[config.mk]
export PLATFORM = sky130hd
export DESIGN_NAME = lfsr_byte_fifo
export DESIGN_NICKNAME = d
export VERILOG_FILES = /design/src/rtl/lfsr_byte_fifo.sv
export SDC_FILE = /design/constraint.sdc
export NUM_CORES = 1
export LEC_CHECK = 0
export ABC_AREA = 1
export CAP_MARGIN = 5
export CORE_MARGIN = 2
export CORE_UTILIZATION = 64
export DETAILED_ROUTE_END_ITERATION = 12
export GPL_TIMING_DRIVEN = 0
export PLACE_DENSITY_LB_ADDON = 0.25
export SETUP_SLACK_MARGIN = 0.02
export SYNTH_ARGS = -nofsm -noshare
export SYNTH_HDL_FRONTEND = slang
export SYNTH_SLANG_ARGS = --single-unit
[constraint.sdc]
create_clock -name i_clk -period 2.87 [get_ports i_clk]
set_clock_uncertainty 0.05 [all_clocks]
set_input_delay 0.4305 -clock i_clk [delete_from_list [all_inputs] [get_ports i_clk]]
set_output_delay 0.4305 -clock i_clk [all_outputs]
set_load 0.03 [all_outputs]
[src/rtl/lfsr_byte_fifo.sv]
// -----------------------------------------------------------------------------
// lfsr_byte_fifo
//
// Takes the serial random bit stream from the LFSR peripheral, packs it
// MSB-first into bytes and queues the bytes in a small circular FIFO. A host
// on the 8-bit Wishbone bus pops bytes from DATA and reads status and control.
//
// Register map (i_wb_addr):
//   0 DATA   R : FIFO head. A read of a non-empty FIFO pops one byte.
//                An empty FIFO reads 0x00 and nothing is popped.
//   1 STATUS R : [3:0] count, [4] empty, [5] full, [6] overflow (sticky),
//                [7] enable
//   2 CTRL  RW : write bit0 = enable capture, bit1 = clear (self-clearing);
//                read returns {7'b0, enable}
//   3        R : 0x00
//
// Parameters:
//   FIFO_AW   : FIFO address width, depth = 2**FIFO_AW (1..3)
//   IRQ_LEVEL : FIFO count at or above which o_irq asserts
//               (present only with LFSR_FIFO_IRQ_EN)
//
// Optional feature macro: LFSR_FIFO_IRQ_EN adds the registered level
// interrupt o_irq = (count >= IRQ_LEVEL) | overflow.
//
// Ports:
//   i_clk        system clock, rising edge
//   i_reset      asynchronous, active-high reset
//   i_bit        serial random bit
//   i_bit_valid  i_bit is sampled this cycle when high
//   i_wb_cyc, i_wb_stb, i_wb_we, i_wb_addr[1:0], i_wb_data[7:0]
//                Wishbone slave request
//   o_wb_stall   always 0
//   o_wb_ack     registered acknowledge, one cycle after the strobe
//   o_wb_data    registered read data
//   o_irq        level interrupt (LFSR_FIFO_IRQ_EN only)
// -----------------------------------------------------------------------------
module lfsr_byte_fifo #(
    parameter int FIFO_AW = 3
`ifdef LFSR_FIFO_IRQ_EN
    ,
    parameter int IRQ_LEVEL = 4
`endif
) (
    input  logic       i_clk,
    input  logic       i_reset,
    input  logic       i_bit,
    input  logic       i_bit_valid,
    input  logic       i_wb_cyc,
    input  logic       i_wb_stb,
    input  logic       i_wb_we,
    input  logic [1:0] i_wb_addr,
    input  logic [7:0] i_wb_data,
    output logic       o_wb_stall,
    output logic       o_wb_ack,
    output logic [7:0] o_wb_data
`ifdef LFSR_FIFO_IRQ_EN
    ,
    output logic       o_irq
`endif
);

    localparam int DEPTH = 1 << FIFO_AW;
    localparam int CW    = FIFO_AW + 1;

    localparam logic [1:0] ADDR_DATA   = 2'd0;
    localparam logic [1:0] ADDR_STATUS = 2'd1;
    localparam logic [1:0] ADDR_CTRL   = 2'd2;

    // State registers and their next values
    logic [7:0]         shift,    shift_next;
    logic [2:0]         bit_cnt,  bit_cnt_next;
    logic [FIFO_AW-1:0] wr_ptr,   wr_ptr_next;
    logic [FIFO_AW-1:0] rd_ptr,   rd_ptr_next;
    logic [CW-1:0]      count,    count_next;
    logic               overflow, overflow_next;
    logic               enable,   enable_next;

    logic [7:0] mem [DEPTH];

    // Decoded events for this cycle
    logic       wb_req;
    logic       ctrl_wr;
    logic       clear;
    logic       capture;
    logic       push;
    logic       push_ok;
    logic       pop;
    logic       full;
    logic       empty;
    logic [7:0] push_byte;
    logic [7:0] status;
    logic [7:0] rd_mux;

    // Only bits [1:0] of a write carry meaning (CTRL).
    logic unused_wdata;
    assign unused_wdata = &{1'b0, i_wb_data[7:2]};

    assign o_wb_stall = 1'b0;

    assign wb_req  = i_wb_cyc & i_wb_stb;
    assign ctrl_wr = wb_req & i_wb_we & (i_wb_addr == ADDR_CTRL);
    assign clear   = ctrl_wr & i_wb_data[1];

    assign full  = (count == CW'(DEPTH));
    assign empty = (count == '0);

    // Capture uses the enable register as it stands before any CTRL write
    // landing on this same edge.
    assign capture   = enable & i_bit_valid;
    assign push      = capture & (bit_cnt == 3'd7);
    assign push_byte = {shift[6:0], i_bit};
    assign pop       = wb_req & ~i_wb_we & (i_wb_addr == ADDR_DATA) & ~empty;
    // A pop on the same edge frees the slot, so a push into a full FIFO is
    // still accepted in that case.
    assign push_ok   = push & (~full | pop);

    assign status = {enable, overflow, full, empty, 4'(count)};

    always_comb begin
        rd_mux = 8'h00;
        case (i_wb_addr)
            ADDR_DATA:   rd_mux = empty ? 8'h00 : mem[rd_ptr];
            ADDR_STATUS: rd_mux = status;
            ADDR_CTRL:   rd_mux = {7'b0, enable};
            default:     rd_mux = 8'h00;
        endcase
    end

    // NOTE: every next-state variable takes its hold value first, so no path
    // through this block leaves one unassigned and no latch is inferred.
    always_comb begin
        shift_next    = shift;
        bit_cnt_next  = bit_cnt;
        wr_ptr_next   = wr_ptr;
        rd_ptr_next   = rd_ptr;
        count_next    = count;
        overflow_next = overflow;
        enable_next   = enable;

        if (capture) begin
            shift_next   = push_byte;
            bit_cnt_next = bit_cnt + 3'd1;   // 7 wraps to 0 as the byte completes
        end

        if (pop) begin
            rd_ptr_next = rd_ptr + FIFO_AW'(1);
        end
        if (push_ok) begin
            wr_ptr_next = wr_ptr + FIFO_AW'(1);
        end

        if (push_ok && !pop) begin
            count_next = count + CW'(1);
        end else if (pop && !push_ok) begin
            count_next = count - CW'(1);
        end

        if (push && !push_ok) begin
            overflow_next = 1'b1;
        end

        if (ctrl_wr) begin
            enable_next = i_wb_data[0];
        end

        // Clear overrides any push, pop or bit arriving on the same edge.
        if (clear) begin
            shift_next    = 8'h00;
            bit_cnt_next  = 3'd0;
            wr_ptr_next   = '0;
            rd_ptr_next   = '0;
            count_next    = '0;
            overflow_next = 1'b0;
        end
    end

    // NOTE: sequential state uses non-blocking assignments so every register
    // samples the pre-edge values regardless of statement order.
    always_ff @(posedge i_clk or posedge i_reset) begin
        if (i_reset) begin
            shift     <= 8'h00;
            bit_cnt   <= 3'd0;
            wr_ptr    <= '0;
            rd_ptr    <= '0;
            count     <= '0;
            overflow  <= 1'b0;
            enable    <= 1'b0;
            o_wb_ack  <= 1'b0;
            o_wb_data <= 8'h00;
        end else begin
            shift    <= shift_next;
            bit_cnt  <= bit_cnt_next;
            wr_ptr   <= wr_ptr_next;
            rd_ptr   <= rd_ptr_next;
            count    <= count_next;
            overflow <= overflow_next;
            enable   <= enable_next;
            o_wb_ack <= wb_req;
            if (wb_req) begin
                // Holds the pre-pop head for DATA reads; writes return 0x00.
                o_wb_data <= i_wb_we ? 8'h00 : rd_mux;
            end
        end
    end

    // NOTE: the storage array has no reset; the pointers and count define
    // which entries are valid, so stale contents are never observed.
    always_ff @(posedge i_clk) begin
        if (push_ok && !clear) begin
            mem[wr_ptr] <= push_byte;
        end
    end

`ifdef LFSR_FIFO_IRQ_EN
    always_ff @(posedge i_clk or posedge i_reset) begin
        if (i_reset) begin
            o_irq <= 1'b0;
        end else begin
            o_irq <= (int'(count_next) >= IRQ_LEVEL) | overflow_next;
        end
    end
`endif

endmodule

After elaboration in Yosys (flattened, before gate mapping)
Memories as Yosys holds them, arrays and structs flattened.
Cells that the tools add are included.
{"block": "op_classes", "add_sub_neg": 5, "n_eq_ne": 4, "muxes": 18, "bitwise": 14, "n_reduce_logical": 14}
{"cell": "$pmux 8 s3", "count": 1}
{"cell": "$mux 3", "count": 6}
{"cell": "$mux 8", "count": 2}
{"cell": "$mux 7", "count": 2}
{"cell": "$mux 4", "count": 3}
{"cell": "$and 1x1->1", "count": 10}
{"cell": "$add 3x1->3 const B", "count": 3}
{"cell": "$reduce_bool 2->1", "count": 4}
{"cell": "$add 4x1->4 const B", "count": 1}
{"cell": "$eq 4x4->1 const B", "count": 1}
{"cell": "$logic_and 1x1->1", "count": 4}
{"cell": "$logic_not 4->1", "count": 1}
{"cell": "$mux 1", "count": 4}
{"cell": "$sub 4x1->4 const B", "count": 1}
{"cell": "$eq 3x3->1 const B", "count": 1}
{"cell": "$logic_not 1->1", "count": 3}
{"cell": "$not 1->1", "count": 3}
{"cell": "$reduce_bool 3->1", "count": 1}
{"cell": "$eq 2x1->1 const B", "count": 1}
{"cell": "$eq 2x2->1 const B", "count": 1}
{"cell": "$logic_not 2->1", "count": 1}
{"cell": "$or 1x1->1", "count": 1}
{"block": "totals", "reg_bits": 31, "mem_bits_rw": 64, "input_bits": 17, "output_inout_bits": 10, "elab_cells": 65, "memories": 1}
{"name": "mem", "words": 8, "width": 8, "rd": 1, "rd_ports_with_merged_regs": 0, "write_ports": 1, "line": "78", "rtl": "logic [7:0] mem [DEPTH];"}

Longest topological paths before layout
Gate-level depths: netlist of run 1.
{"block": "logic_depth", "word_depth": 11, "mapped_depth": 15, "ltp_nobuf": 15}

Worst setup path after synthesis of run 1
OpenSTA, ideal clock, no wires.
{"block": "synth_timing", "path_kind": "in2reg", "startpoint": "in i_wb_addr[1]", "endpoint": "mem mem[1][0] (enable)", "setup_time_ps": 383, "arrival_ps": 1649, "required_time_ps": 2437, "slack_ps": 787, "stages": 5, "path_buffers": 0, "cell_sequence": "nor2_1 > nand3_4 > nand2_2 > nand3_2 > nor3_1"}
{"block": "synth_via", "elab_chain_cells": 8, "word_cells_on_any_way": 12}
{"element": "start: declaration", "line": "51", "rtl": "input logic [1:0] i_wb_addr,"}
{"element": "$logic_not 2->1", "line": "112", "rtl": "assign pop = wb_req & ~i_wb_we & (i_wb_addr == ADDR_DATA) & ~empty;"}
{"element": "$and 1x1->1 (2 in series)", "line": "112"}
{"element": "$or 1x1->1", "line": "115", "rtl": "assign push_ok = push & (~full | pop);"}
{"element": "$and 1x1->1", "line": "115"}
{"element": "$logic_and 1x1->1 (*)", "line": "209", "rtl": "if (push_ok && !clear) begin"}
{"element": "$mux 1 (*)", "line": "209"}
{"element": "$mux 1 (implied by the code) (*)", "line": "210", "rtl": "mem[wr_ptr] <= push_byte;"}
{"element": "end: declaration", "line": "78"}
Every way passes the cells marked *; elsewhere a longest branch is shown, timed or not.

Worst setup path in the final report of run 1
{"block": "layout_timing", "startpoint": "in i_wb_addr[0]", "endpoint": "mem mem[7][4] (enable)"}
The elaborated chain is that of the path after synthesis.

==> results.md, run 1 <==
* Largest family of logic cells by synthesized area: simple AND/OR/NAND/NOR gates
* First-pass GRT wire length at 14.7 mm
* Antenna Cells at 0
* Synth top area cells: edfxtp_1 (43%), dfrtp_1 (17%), nand2_1 (12%)
* Die area at 7610 µm²
* Req. time, crit path at 2.88 ns
* Critical-path maximum fanout at 8
* DP HPWL at 6.45 mm
* Initial Util at 65.6%
* Largest net degree at the start of global routing at 32
* Startpoint Class: input port
* Setup violations, final at 0
* Overall power at 4110 µW
* Synth Cell Area at 4440 µm²
* Slew Limit Fails at 0
* All-Layer GR Usage at 26.4%
* Wire length per cell at 16.1 µm
* Peak supply drop at 513 µV
* Yosys reg bits at 95
* I/O pins at 27
* Number of global-route vias before repair at 3,051
* CP endpoint kind: flop
* P&R area growth vs syn at 11.8%
* Share of layout cells above drive strength 1 at 11.5%
* Compound-gate portion of the synthesized area at 2.93%
* PD cells at 829 nW/µm²
* # DRC at 0
* Status: complete, no violations
* Synthesized net count at 480
* Worst slew pin tran at 1.09 ns
* WS Path Type: in2reg
* Starting DRT DRC Count at 308
* Clock buffer depth at 2
* EDFF count, synth at 64
* # nets final at 513
* CP cell instances: clkdlybuf4s50_1, nor2_1, nand3_4, nand2_2, nand3_2, nor3_1, clkbuf_2
* Post-synth top cells: nand2_1 (141), edfxtp_1 (64), nand3_1 (59)
* Top_reg_cell synth: edfxtp_1
* Final Hold Viols at 0
* Crit path DAT at 2.64 ns
* Core Region at 6760 µm²
* Crit path max-delay cell type: nor3_1
* Gr ovfl total at 0
* CTS Root Cell: clkbuf_8
* Library cells used by synthesis at 37
* Die Y at 87.3 µm
* Post-Synth XOR/XNOR Area at 0.395%
* Clk_lat worst skew at 0.36 ns
* WL final at 9.26 mm
* Register area share after synthesis at 60.8%
* Static leakage at 0.00227 µW
* Fin crit period at 2.62 ns
* Port buffer count at 19
* Final antenna-violating net count at 0
* Synth top area share at 43.3%
* CP max stage delay at 0.64 ns
* Hold Crit Class: in2async
* Hold_buf cts at 0
* Area leader, netlist: edfxtp_1
* Die span in x at 87.3 µm
* Finished Core Util at 73.4%
* Via count at 3,143
* Core Rows at 30
* Synth Area in Adders at 2.14%
* Max Freq at 381 MHz
* FFs w/ async S/R, synth at 32.6%
* Post-synthesis instance total at 456
* CTS tree: done
* Mux share of post-synthesis cell area at 0.254%
* Via density at 5.48
* Syn avg cell area at 9.73 µm²
* Filler cells at 476
* GP Congestion at 0.940
* Clock sinks at 95
* Count leader, synth: nand2_1
* Post-CTS setup buffer count at 0
* Antenna violations before repair at 0
* Max-cap violations at 0
* Setup repair after global routing missed its margin: false
* Final worst-path cycle share at 91.4%
* R2r setup slk at 0.46 ns
* Pre-antenna DRT Iters at 5
* Ys Warns at 0
* H-Tree Depth at 3
* Post-CTS sizing at 0
* Reg clk slew, reported paths at 0.09 ns
* Max_slew headroom at 26.9%
* Num CTS Buffers at 9
* Simple-Gate Fraction of Synth Area at 26.1%
-- cell families (layout without fill, tap and decap cells) --
kind of cell / count (synthesis) / after routing
other: 1 / 1
AND/OR/NAND/NOR: 253 / 253
adder cells (fa/ha/maj): 7 / 7
multiplexers: 1 / 1
buffers and inverters: 77 / 115
XOR/XNOR: 2 / 2
flip-flops: 95 / 95
AO/OA/AOI/OAI: 20 / 20
-- cell type report --
type,instances,area (µm²),share of cell area [%]
Tap cell,80,100,2.02
Timing Repair Buffer,22,230,4.64
Buffer,15,85.1,1.72
Clock inverter,6,61.3,1.24
Sequential cell,95,2700,54.4
Inverter,62,235,4.74
Multi-Input combinational cell,284,1420,28.7
Clock buffer,10,128,2.57
-- flip-flops by register name (all words and copies together) (netlist names) --
| name | cells |
|---|---|
| mem | 64 |
| o_wb_data | 8 |
| shift | 7 |
| count | 4 |
| bit_cnt | 3 |
| rd_ptr | 3 |
| wr_ptr | 3 |
| enable | 1 |
| o_wb_ack | 1 |
| overflow | 1 |
-- worst paths after layout --
path                                           from                       end  depth (start not counted)
setup / recovery                       i_wb_addr[0]       mem[7][4]$_DFFE_PP_                          7
hold / removal                              i_reset    bit_cnt[0]$_DFFE_PP0P_                          2
setup reg to reg               count[1]$_DFFE_PP0P_       mem[7][4]$_DFFE_PP_                          7
hold reg to reg            o_wb_data[4]$_DFFE_PP0N_  o_wb_data[4]$_DFFE_PP0N_                          2
max in group asynchronous                   i_reset  o_wb_data[7]$_DFFE_PP0N_                          3
min in group i_clk         o_wb_data[4]$_DFFE_PP0N_  o_wb_data[4]$_DFFE_PP0N_                          2
-- where the power goes --
part           internal (µW)  switching (µW)  total (µW)
registers               1710             231        1940
clock network            399             459         858
logic                    473             845        1320
total                   2580            1530        4110
-- critical path, delay by kind of cell --
kind          cells  cell delay (ns)
buf+inv           2             0.79
simple gates      5             1.40
-- metrics by stage --
step	TNS (ns)	cell area [µm²]	cells	setup slack [ns]	hold WS, ns
after floorplan	0	4440	456	0.787	0.399
after global placement	-6.00	4730	555	-0.282	0.411
after detailed placement	-8.28	4730	555	-0.328	0.419
after CTS	0	4910	571	0.0453	0.442
after global routing	0	4960	574	0.0546	0.333
final	0	4960	574	0.246	0.295
-- cells in the final DEF (no fill, tap or decap), drive strengths merged, types with 7 or more instances in the layout --
master	Yosys	layout
nand2	143	143
edfxtp	64	64
nand3	62	62
inv	61	60
dfrtp	31	31
nor2	22	22
clkdlybuf4s50	0	19
clkbuf	5	17
or2	14	14
buf	10	11
a21boi	9	9
nand4	7	7
-- routing by layer --
| layer | part of all wire (%) | GRT usage, % | up-vias |
|---|---|---|---|
| li1 | - | - | 1549 |
| met1 | 43 | 36.3 | 1464 |
| met2 | 49 | 42.6 | 112 |
| met3 | 5.8 | 3.70 | 18 |
| met4 | 2.3 | 10.8 | 0 |
| met5 | 0 | 0 | - |
Note: power is estimated with default switching activity, not from simulation.
==> run 2: changes to the inputs <==
--- a/config.mk
+++ b/config.mk
@@ -7,10 +7,11 @@
 export LEC_CHECK = 0
 export ABC_AREA = 1
 export CAP_MARGIN = 5
-export CORE_MARGIN = 2
+export CORE_MARGIN = 1
 export CORE_UTILIZATION = 64
 export DETAILED_ROUTE_END_ITERATION = 12
 export GPL_TIMING_DRIVEN = 0
+export HOLD_SLACK_MARGIN = 0.15
 export PLACE_DENSITY_LB_ADDON = 0.25
 export SETUP_SLACK_MARGIN = 0.02
 export SYNTH_ARGS = -nofsm -noshare
==> run 2 against run 1 <==
Clock power rose by 11%. Via count rose by 1.5%. Register-to-register slack got worse by 0.09 ns. Combinational power barely moved. Die area fell by 4.5%. Routed wire length rose by 3.8%. Critical path depth fell by 1. Total power rose by 3.1%. Flip-flop and latch count did not move. Sequential share of layout area fell by 0.082 points.
==> results.md, run 2 (synthesis results as in run 1) <==
* PD cells at 853 nW/µm²
* Most common cell after layout, fill and taps aside: nand2_1
* Setup violations, final at 0
* First-pass GRT wire length at 15.5 mm
* Max_slew headroom at 20.3%
* Largest net degree at the start of global routing at 32
* Share of layout cells above drive strength 1 at 11.4%
* Static leakage at 0.00228 µW
* Filler cells at 460
* Pre-antenna DRT Iters at 6
* Peak supply drop at 640 µV
* # DRC at 0
* Gr ovfl total at 0
* Largest regs: mem (64), o_wb_data (8), shift (7)
* Die span in x at 85.3 µm
* CTS tree: done
* Clock sinks at 95
* I/O pins at 27
* Core Region at 6530 µm²
* Num CTS Buffers at 9
* Metal2 WL at 4.66 mm
* Antenna violations before repair at 0
* Port buffer count at 19
* Core Rows at 29
* Crit path DAT at 2.69 ns
* Max-cap violations at 0
* All-Layer GR Usage at 29.0%
* # nets final at 511
* Met3 routed WL at 651 µm
* Reg clk slew, reported paths at 0.09 ns
* H-Tree Depth at 3
* CP endpoint kind: flop
* Final Hold Viols at 0
* Req. time, crit path at 2.80 ns
* P&R area growth vs syn at 12.0%
* Fin crit period at 2.76 ns
* Final antenna-violating net count at 0
* Hold Crit Class: in2async
* Clk_lat worst skew at 0.36 ns
* Overall power at 4240 µW
* WL final at 9.61 mm
* Starting DRT DRC Count at 374
* Worst slack, placed at -0.259 ns
* Via count at 3,190
* Startpoint Class: input port
* Via density at 5.61
* CTS Root Cell: clkbuf_8
* Finished Core Util at 76.1%
* Most flops, register: mem
* Max FFs per register at 64
* Number of global-route vias before repair at 3,132
* Slew Limit Fails at 0
* Die Y at 85.3 µm
* Setup repair after global routing missed its margin: true
* Reg area at 2700 µm²
* DP HPWL at 6.50 mm
* GP Congestion at 0.887
* Multi-input gate area at 1420 µm²
* WS Path Type: in2reg
* PnR worst setup slack at 0.112 ns
* Initial Util at 67.9%
* M1 WL at 4.04 mm
* Wire length per cell at 16.9 µm
* Max Freq at 363 MHz
* Status: complete, no violations
* Worst slew pin tran at 1.19 ns
* Antenna Cells at 0
* Most frequent cells in the layout: nand2_1 (141), edfxtp_1 (64), nand3_1 (59)
* Final worst-path cycle share at 96.1%
* Die area at 7270 µm²
* Highest Signal Layer: met4
* Critical-path maximum fanout at 8
* Clock buffer depth at 2
## run 2: final cells by class
| class | count | area share (%) |
|---|---|---|
| Clock inverter | 6 | 1.71 |
| Multi-Input combinational cell | 284 | 28.6 |
| Inverter | 62 | 4.74 |
| Tap cell | 77 | 1.94 |
| Buffer | 15 | 1.71 |
| Sequential cell | 95 | 54.3 |
| Clock buffer | 10 | 2.57 |
| Timing Repair Buffer | 20 | 4.38 |
## run 2: per-layer routing
metal,vias to the layer above,global-route usage [%]
met2,145,46.9
met3,23,4.47
li1,1540,-
met1,1482,39.0
met5,-,0
met4,0,13.6
## run 2: final timing paths
| check | slack [ns] | depth (start not counted) | start | to |
|---|---|---|---|---|
| max in group asynchronous | 1.93 | 3 | i_reset | o_wb_data[4]$_DFFE_PP0N_ |
| min | 0.36 | 2 | i_reset | bit_cnt[1]$_DFFE_PP0P_ |
| min reg2reg | 0.43 | 2 | o_wb_data[1]$_DFFE_PP0N_ | o_wb_data[1]$_DFFE_PP0N_ |
| max reg2reg | 0.37 | 6 | count[1]$_DFFE_PP0P_ | mem[1][4]$_DFFE_PP_ |
| max | 0.11 | 6 | i_wb_we | mem[1][4]$_DFFE_PP_ |
| min in group i_clk | 0.43 | 2 | o_wb_data[1]$_DFFE_PP0N_ | o_wb_data[1]$_DFFE_PP0N_ |
## run 2: worst max-delay path, cell delays in order
cell and delay (ns):
clkdlybuf4s50_1 0.55, nor2_4 0.28, nand3_4 0.17, nand2_2 0.15
nand3_2 0.16, nor3_1 0.94
## run 2: through the flow
step           instances  hold WS [ns]  setup TNS [ns]  instance area, µm²
2_1_floorplan        456         0.399               0                4440
3_3_place_gp         552         0.412           -4.49                4720
3_5_place_dp         552         0.415           -6.64                4720
4_1_cts              568         0.438               0                4930
5_1_grt              569         0.407          -0.332                4970
6_report             569         0.356               0                4970
## run 2: what timing repair did
item,CTS,global route
hold buffers,0,0
endpoints found under the setup margin,0,24
resized for setup,0,1
setup buffers,0,0
hold endpoints to repair,0,0
## run 2: report_power, final
group | total, µW | internal (µW) | switching (µW)
combinational | 1340 | 475 | 863
sequential | 1950 | 1710 | 243
clock | 952 | 488 | 464
